--- config.mk ---
export PLATFORM = sky130hd
export DESIGN_NAME = pwl_act_unit
export DESIGN_NICKNAME = d
export VERILOG_FILES = /design/src/rtl/pwl_act_unit.sv
export SDC_FILE = /design/constraint.sdc
export NUM_CORES = 1
export LEC_CHECK = 0
export CAP_MARGIN = 20
export CORE_MARGIN = 3
export CORE_UTILIZATION = 50
export DETAILED_ROUTE_END_ITERATION = 6
export GPL_ROUTABILITY_DRIVEN = 0
export PLACE_DENSITY = 0.67
export SETUP_SLACK_MARGIN = 0.3
export SLEW_MARGIN = 15
export SYNTH_ARGS = -nofsm -noshare
export SYNTH_HDL_FRONTEND = slang
export SYNTH_SLANG_ARGS = --single-unit
--- constraint.sdc ---
create_clock -name clk -period 5.4 [get_ports clk]
set_input_delay 1.62 -clock clk [delete_from_list [all_inputs] [get_ports clk]]
set_output_delay 1.62 -clock clk [all_outputs]
set_load 0.01 [all_outputs]
--- src/rtl/pwl_act_unit.sv ---
// Pipelined piecewise-linear activation: runtime-writable segment table, signed
// input split into segment index and fraction, 3-stage interpolation with valid/ready.
module pwl_act_unit #(
  parameter int DATA_W = 8,
  parameter int ADDR_W = 4,
  parameter int OUT_W  = 8
) (
  input  logic              clk,
  input  logic              rst,
  input  logic              in_valid,
  output logic              in_ready,
  input  logic [DATA_W-1:0] in_data,
  output logic              out_valid,
  input  logic              out_ready,
  output logic [OUT_W-1:0]  out_data,
  input  logic              lut_we,
  input  logic [ADDR_W-1:0] lut_waddr,
  input  logic [OUT_W-1:0]  lut_wdata
);

  localparam int FRAC_W = DATA_W - ADDR_W;
  localparam int DEPTH  = 2 ** ADDR_W;
  localparam int PROD_W = OUT_W + FRAC_W + 2;
  localparam logic [ADDR_W-1:0] TOP_IDX = ADDR_W'((2 ** (ADDR_W - 1)) - 1);

  // Reset table content: signed index scaled to the top of the output range.
  function automatic logic [OUT_W-1:0] ramp_entry(input int unsigned idx);
    logic [OUT_W-1:0] v;
    v = OUT_W'(idx) << (OUT_W - ADDR_W);
    return v;
  endfunction

  logic [OUT_W-1:0] lut_q [DEPTH];

  logic [ADDR_W-1:0] addr_s, next_s;
  logic [FRAC_W-1:0] frac_s;
  logic              advance_s, accept_s;

  logic                     v1_q, v1_d, v2_q, v2_d, v3_q, v3_d;
  logic [OUT_W-1:0]         base1_q, base1_d, nxt1_q, nxt1_d;
  logic [FRAC_W-1:0]        frac1_q, frac1_d;
  logic [OUT_W-1:0]         base2_q, base2_d;
  logic signed [PROD_W-1:0] prod2_q, prod2_d;
  logic [OUT_W-1:0]         y3_q, y3_d;

  logic signed [OUT_W:0]    diff_s;
  logic signed [PROD_W-1:0] diff_ext_s, frac_ext_s, prod_s, base_ext_s;

  assign advance_s = !v3_q || out_ready;
  assign accept_s  = in_valid && advance_s;
  assign in_ready  = advance_s;
  assign out_valid = v3_q;
  assign out_data  = y3_q;

  // Segment table: reset reloads the ramp; writes land on the clock edge (reads see old data).
  always_ff @(posedge clk) begin
    if (rst) begin
      for (int i = 0; i < DEPTH; i++) begin
        lut_q[i] <= ramp_entry(i);
      end
    end else if (lut_we) begin
      lut_q[lut_waddr] <= lut_wdata;
    end
  end

  // Decode input into segment index and fraction; the most positive segment is held flat.
  always_comb begin
    addr_s = in_data[DATA_W-1 -: ADDR_W];
    frac_s = in_data[FRAC_W-1:0];
    if (addr_s == TOP_IDX) begin
      next_s = addr_s;
    end else begin
      next_s = addr_s + ADDR_W'(1);
    end
  end

  // Interpolation arithmetic: widen so diff*frac never overflows before the floor shift.
  always_comb begin
    diff_s     = $signed({nxt1_q[OUT_W-1], nxt1_q}) - $signed({base1_q[OUT_W-1], base1_q});
    diff_ext_s = {{(PROD_W - OUT_W - 1){diff_s[OUT_W]}}, diff_s};
    frac_ext_s = {{(PROD_W - FRAC_W){1'b0}}, frac1_q};
    prod_s     = diff_ext_s * frac_ext_s;
    base_ext_s = {{(PROD_W - OUT_W){base2_q[OUT_W-1]}}, base2_q};
  end

  // Next-state for the three stages; everything holds while the output is stalled.
  always_comb begin
    v1_d    = v1_q;
    base1_d = base1_q;
    nxt1_d  = nxt1_q;
    frac1_d = frac1_q;
    v2_d    = v2_q;
    base2_d = base2_q;
    prod2_d = prod2_q;
    v3_d    = v3_q;
    y3_d    = y3_q;
    if (advance_s) begin
      v1_d    = accept_s;
      base1_d = lut_q[addr_s];
      nxt1_d  = lut_q[next_s];
      frac1_d = frac_s;
      v2_d    = v1_q;
      base2_d = base1_q;
      prod2_d = prod_s;
      v3_d    = v2_q;
      if (v2_q) begin
        y3_d = OUT_W'(base_ext_s + (prod2_q >>> FRAC_W));
      end else begin
        y3_d = y3_q;
      end
    end else begin
      v1_d = v1_q;
    end
  end

  // Pipeline registers; reset drops every in-flight sample and clears the output.
  always_ff @(posedge clk) begin
    if (rst) begin
      v1_q    <= 1'b0;
      v2_q    <= 1'b0;
      v3_q    <= 1'b0;
      base1_q <= '0;
      nxt1_q  <= '0;
      frac1_q <= '0;
      base2_q <= '0;
      prod2_q <= '0;
      y3_q    <= '0;
    end else begin
      v1_q    <= v1_d;
      v2_q    <= v2_d;
      v3_q    <= v3_d;
      base1_q <= base1_d;
      nxt1_q  <= nxt1_d;
      frac1_q <= frac1_d;
      base2_q <= base2_d;
      prod2_q <= prod2_d;
      y3_q    <= y3_d;
    end
  end

endmodule

==> results of run 1 <==
[cell type report]
| cell class | count | area [um^2] |
|---|---|---|
| flip-flops and latches | 175 | 4785 |
| fillers | 1740 | 8651 |
| clock buffers | 17 | 425.4 |
| repair buffers | 69 | 583.1 |
| inverters | 51 | 191.4 |
| clock inverters | 15 | 197.7 |
| well taps | 270 | 337.8 |
| multi-input cells | 718 | 5194 |
[worst max path at each step]
stage / to / startpoint / cells after the start
3_3_place_gp: prod2_q[11]$_SDFFE_PP0N_ / base1_q[1]$_SDFFE_PP0N_ / 20
6_report: prod2_q[11]$_SDFFE_PP0N_ / base1_q[1]$_SDFFE_PP0N_ / 20
2_1_floorplan: prod2_q[11]$_SDFFE_PP0N_ / nxt1_q[0]$_SDFFE_PP0N_ / 22
5_1_grt: prod2_q[11]$_SDFFE_PP0N_ / base1_q[1]$_SDFFE_PP0N_ / 20
4_1_cts: prod2_q[11]$_SDFFE_PP0N_ / base1_q[1]$_SDFFE_PP0N_ / 20
3_5_place_dp: prod2_q[11]$_SDFFE_PP0N_ / base1_q[1]$_SDFFE_PP0N_ / 20
[cells by family (layout without fill, tap and decap cells)]
| logic type | Yosys count | after routing |
|---|---|---|
| adder cells (fa/ha/maj) | 52 | 52 |
| AO/OA/AOI/OAI | 131 | 131 |
| flip-flops | 175 | 175 |
| buffers and inverters | 115 | 152 |
| multiplexers | 63 | 63 |
| AND/OR/NAND/NOR | 454 | 454 |
| XOR/XNOR | 18 | 18 |
[sequential cells by signal (all words and copies together) (netlist names)]
| register | flops |
|---|---|
| base1_q | 8 |
| base2_q | 8 |
| frac1_q | 4 |
| lut_q | 128 |
| nxt1_q | 8 |
| out_data | 8 |
| out_valid | 1 |
| prod2_q | 8 |
| v1_q | 1 |
| v2_q | 1 |
[layout by cell type (no fill, tap or decap), types with 6 or more instances in the layout]
master / count
nand2_1: 185
edfxtp_1: 128
and2_1: 115
inv_1: 49
dfxtp_1: 47
a21oi_1: 39
nor2_1: 37
mux4_2: 36
ha_1: 35
nand3_1: 34
buf_4: 33
clkdlybuf4s50_1: 31
or3_1: 30
o21ai_0: 29
mux2i_1: 18
a31oi_1: 17
fa_1: 17
clkbuf_16: 17
a32oi_1: 16
nor3_1: 15
xnor2_1: 12
nand2b_1: 7
nor2b_1: 7
or2_2: 6
nor3b_1: 6
xor2_1: 6
[worst min-delay path, cell delays in order (launching register included)]
cell and delay (ps):
dfxtp_1 310, nand2_1 50, a21oi_1 50
[power groups by stage]
stage | clock network [mW] | registers, mW | logic (mW)
after floorplan | 0 | 1.62 | 0.682
after global placement | 0 | 1.64 | 0.908
after detailed placement | 0 | 1.65 | 0.931
after CTS | 1.30 | 1.62 | 0.939
after global routing | 1.36 | 1.63 | 1.06
final | 1.29 | 1.62 | 0.944
[through the flow]
step	instances	setup WS, ps
final	1315	565.9
after global routing	1315	316.5
after CTS	1313	449.3
after detailed placement	1281	462.1
after global placement	1281	571.8
after floorplan	1008	786.7
[layer usage]
| layer | global-route usage (%) | part of all wire (%) | vias to the layer above | routed length (um) |
|---|---|---|---|---|
| met5 | 0 | 0 | - | 0 |
| met4 | 7.706 | 2.5 | 0 | 656 |
| met3 | 4.154 | 6.6 | 48 | 1768 |
| met2 | 42.14 | 51 | 265 | 13430 |
| met1 | 31.81 | 40 | 3760 | 10740 |
| li1 | - | - | 3605 | - |
==> impl_metrics.yaml, run 1 <==
power:
  vdd_drop_max_uv: 217.9
  clkPwrFrac_pct: 33.5
  pwr-share-seq_pct: 42.0
  power_density_mw_per_mm2: 328.9
  p_sw_mw: 1.234
  swShare_pct: 32.03
  p_int_mw: 2.619
  p_comb_share_pct: 24.5
  total_power_mw: 3.853
  leakage_nw: 4.418
timing:
  rsz0062_at_grt: "no"
  max_freq_mhz: 206.9
  final_hold_viol_count: 0
  finalSetupViolations: 0
  clock_skew_ps: 19.00
  fin_crit_sh_pct: 89.52
  max_slew_margin_pct: 36.98
  slew_violations: 0
  period_minus_slack_ps: 4834
  whs_ps: 453.3
  fin_setup_tns_ps: 0
  worst_pin_slew_ps: 935.3
synthesis:
  synth_area_leaders: "edfxtp_1 37%, dfxtp_1 9.0%, mux4_2 7.8%, and2_1 6.9%, nand2_1 6.6%"
  synth_area_mm2: 0.01045
  synthArstFlopShare_pct: 0
  yosysMostFrequentCell: "nand2_1"
  synth_top_family_by_area: "simple AND/OR/NAND/NOR gates"
  yosys_warnings: 0
  synth_compound_area_share_pct: 7.983
  synthSimpleGateAreaFrac_pct: 21.46
  muxShareOfSynthArea_pct: 11.01
  synth_common_cells: "185 x nand2_1, 128 x edfxtp_1, 115 x and2_1"
  yosys.area_share.adder_pct: 7.445
  synth_edf_count: 128
  synth-main-ff-cell: "edfxtp_1"
  synthXorXnorAreaFrac_pct: 1.508
  ys_seq_elements: 175
  avgSynthCellArea_um2: 10.37
  synth_cells: 1008
  yosysSeqAreaShare_pct: 45.77
  synth_top_area_share_pct: 36.77
  ys_types: 55
  syn_nets: 1085
  yosysTopAreaCell: "edfxtp_1"
worst_setup_path:
  max_stage_delay_ps: 530
  cp-start-kind: "flip-flop"
  r2r_slack_ps: 570
  reg2regPathDepth: 20
  critPathKind: "reg2reg"
  reg2reg_from: "base1_q[1]$_SDFFE_PP0N_"
  crit_family: "adder cells"
  crit_chain: "inv_1, ha_1, nor2b_1, o21ai_1, a21boi_0, o21a_1, o21a_1, nor3b_1, ha_1, fa_1, inv_1, fa_1, inv_1, ha_1, o21ai_0, a21oi_2, o211ai_1, and3b_1, mux2_1, a31o_2"
  cp_max_fo: 4
  cp.arrival_ps: 5170
  worst_path_max_delay_cell: "fa_1"
  timing.rr.end: "prod2_q[11]$_SDFFE_PP0N_"
  cp-end-kind: "flip-flop"
  cp_num_buf_inv: 3
  worstPathRequired_ps: 5740
floorplanning:
  rows: 52
  ios: 35
  die_h_um: 150.6
  die-area_mm2: 0.02268
  die_w_um: 150.6
  initial_core_util_pct: 51.33
  core_mm2: 0.02036
routing:
  dr.first_iter.drc_count: 571
  vias: 7678
  postRouteAntennaNets: 0
  wl_per_cell_um: 20.22
  avgViaCountPerCell: 5.839
  drc: 0
  wirelength_um: 26590
  dr.pass1.iters: 6
clock_tree:
  htree_levels: 4
  hold_buffers: 0
  clkLatencyLatePin_ps: 450
  clockBufferDepth: 2
  cts_resized: 0
  cts_sinks: 175
  cts_tree: "done"
  post_cts_buffers: 0
  cts_buffers: 17
  root_buffer: "clkbuf_16"
  clkSlewWorstSetupHoldPaths_ps: 70
global_routing:
  grt_usage_pct: 24.50
  grt_max_degree: 41
  grt_overflow_total: 0
  antenna_found_initial: 0
  grt_pass1_vias: 7480
  grt_pass1_wl_um: 41820
final_layout:
  drive_gt1_share_pct: 11.96
  postLayoutCellArea_mm2: 0.01171
  diodes: 0
  utilization_pct: 57.52
  fin_nets: 1109
  area_growth_pct: 12.05
min_path:
  min_from: "out_data[4]$_SDFFE_PP0P_"
  hp-class: "reg2reg"
  whs_endpoint: "out_data[4]$_SDFFE_PP0P_"
  whs_path_depth: 2
placement:
  postPlaceCellArea_mm2: 0.01107
  dpl.hpwl_um: 18880
  port_buffers: 34
run:
  max_cap_viol_count: 0
status:
  status: "finished clean"
Power figures use the tool's default switching activity.
==> run 2: changes to the inputs <==
- PLACE_DENSITY: 0.67 -> 0.79
==> run 2 against run 1 <==
Compared with the run above: flip-flop and latch count did not move; design area fell by 0.13%; highest routed layer unchanged; register-to-register slack worse by 50 ps; worst setup slack worse by 54 ps; combinational power grew 0.6%.
==> impl_metrics.yaml, run 2 (synthesized netlist as in run 1, its figures left out) <==
timing:
  fin_crit_sh_pct: 90.51
  max_slew_margin_pct: 31.78
  slew_violations: 0
  clock_skew_ps: 15.87
  fin_setup_tns_ps: 0
  fin_ws_ps: 512.2
  period_minus_slack_ps: 4888
  final_hold_viol_count: 0
  max_freq_mhz: 204.6
  worst_pin_slew_ps: 1013
  finalSetupViolations: 0
  rsz0062_at_grt: "yes"
placement:
  dp_slack_ps: 395.4
  port_buffers: 34
  dpl.hpwl_um: 18610
clock_tree:
  htree_levels: 4
  clkLatencyLatePin_ps: 450
  clkSlewWorstSetupHoldPaths_ps: 80
  cts_buffers: 17
  cts_sinks: 175
  hold_buffers: 0
  cts_tree: "done"
  clockBufferDepth: 2
  root_buffer: "clkbuf_16"
routing:
  drc: 0
  dr.pass1.iters: 5
  dr.first_iter.drc_count: 784
  avgViaCountPerCell: 6.048
  wl_per_cell_um: 20.60
  vias: 7935
  wirelength_um: 27030
  postRouteAntennaNets: 0
final_layout:
  final_cell_mix: "185 x nand2_1, 128 x edfxtp_1, 115 x and2_1"
  mostFrequentLayoutCell: "nand2_1"
  diodes: 0
  drive_gt1_share_pct: 11.90
  area_growth_pct: 11.91
  fin_nets: 1106
  regMostFlops: "lut_q"
  largest_reg_flops: 128
global_routing:
  grt_pass1_vias: 7742
  antenna_found_initial: 0
  grt_max_degree: 42
  grt_pass1_wl_um: 42120
  grt_overflow_total: 0
  grt_usage_pct: 24.38
power:
  p_int_mw: 2.576
  vdd_drop_max_uv: 216.3
  p_sw_mw: 1.240
  swShare_pct: 32.50
  power_density_mw_per_mm2: 326.1
  leakage_nw: 4.408
  clkPwrFrac_pct: 32.6
  p_comb_share_pct: 24.9
  pwr-share-seq_pct: 42.5
min_path:
  hp-class: "reg2reg"
floorplanning:
  rows: 52
  die_h_um: 150.6
  ios: 35
  die_w_um: 150.6
  initial_core_util_pct: 51.33
  core_mm2: 0.02036
  die-area_mm2: 0.02268
worst_setup_path:
  cp-end-kind: "flip-flop"
  cp-start-kind: "flip-flop"
  cp.arrival_ps: 5200
  critPathKind: "reg2reg"
  worstPathRequired_ps: 5710
  cp_max_fo: 4
status:
  status: "finished clean"
run:
  max_cap_viol_count: 0
[run 2: area by class of cell]
type / instances / area [um^2]
well taps: 270 / 337.8
multi-input cells: 718 / 5207
flip-flops and latches: 175 / 4785
clock inverters: 14 / 165.2
fillers: 1675 / 8666
clock buffers: 18 / 429.2
inverters: 51 / 191.4
repair buffers: 66 / 583.1
[run 2: path summary, 6_finish.rpt]
path              cells past startpoint                      from  slack (ps)                        to
hold reg to reg                       2  out_data[3]$_SDFFE_PP0P_         450  out_data[3]$_SDFFE_PP0P_
setup / recovery                     20    nxt1_q[0]$_SDFFE_PP0N_         510  prod2_q[10]$_SDFFE_PP0N_
hold / removal                        2  out_data[3]$_SDFFE_PP0P_         450  out_data[3]$_SDFFE_PP0P_
setup reg to reg                     20    nxt1_q[0]$_SDFFE_PP0N_         510  prod2_q[10]$_SDFFE_PP0N_
[run 2: routing by layer]
layer	vias to the layer above	part of all wire, %	track usage (%)
met3	61	8.3	4.395
met5	-	0	0
met2	404	50	41.49
met4	0	3.1	9.383
met1	3861	39	31.12
li1	3609	-	-
[run 2: metrics by stage]
stage	utilization, %	total power [mW]	hold slack [ps]	cells	instance area (um^2)
after detailed placement	54.36	2.568	444.1	1279	11070
after CTS	57.27	3.789	452.0	1311	11660
after global routing	57.45	3.991	473.8	1312	11700
final	57.45	3.815	448.6	1312	11700
after global placement	54.36	2.526	438.5	1279	11070
after floorplan	-	2.303	432.1	1008	10450
[run 2: critical path, stage by stage, from the launching register on]
cell and delay [ps]:
dfxtp_1 310, inv_1 80, ha_1 160, inv_1 60
fa_1 440, a211oi_2 260, nor2_1 110, nor2_1 270
and2_1 180, ha_1 250, fa_1 560, inv_1 60
fa_1 530, inv_1 40, ha_1 320, o21ai_0 300
a21oi_2 110, buf_4 160, a31oi_1 220, xor2_1 220
o22ai_1 120
[run 2: power by group through the flow]
| stage | clock network [mW] | logic (mW) | registers (mW) |
|---|---|---|---|
| 6_report | 1.24 | 0.950 | 1.62 |
| 5_1_grt | 1.30 | 1.05 | 1.63 |
| 4_1_cts | 1.24 | 0.927 | 1.62 |
| 3_5_place_dp | 0 | 0.921 | 1.65 |
| 3_3_place_gp | 0 | 0.886 | 1.64 |
| 2_1_floorplan | 0 | 0.682 | 1.62 |
[run 2: timing repair]
| item | 4_1_cts | 5_1_grt |
|---|---|---|
| setup endpoints to repair | 0 | 2 |
| resized for setup | 0 | 6 |
| buffers inserted | 0 | 1 |
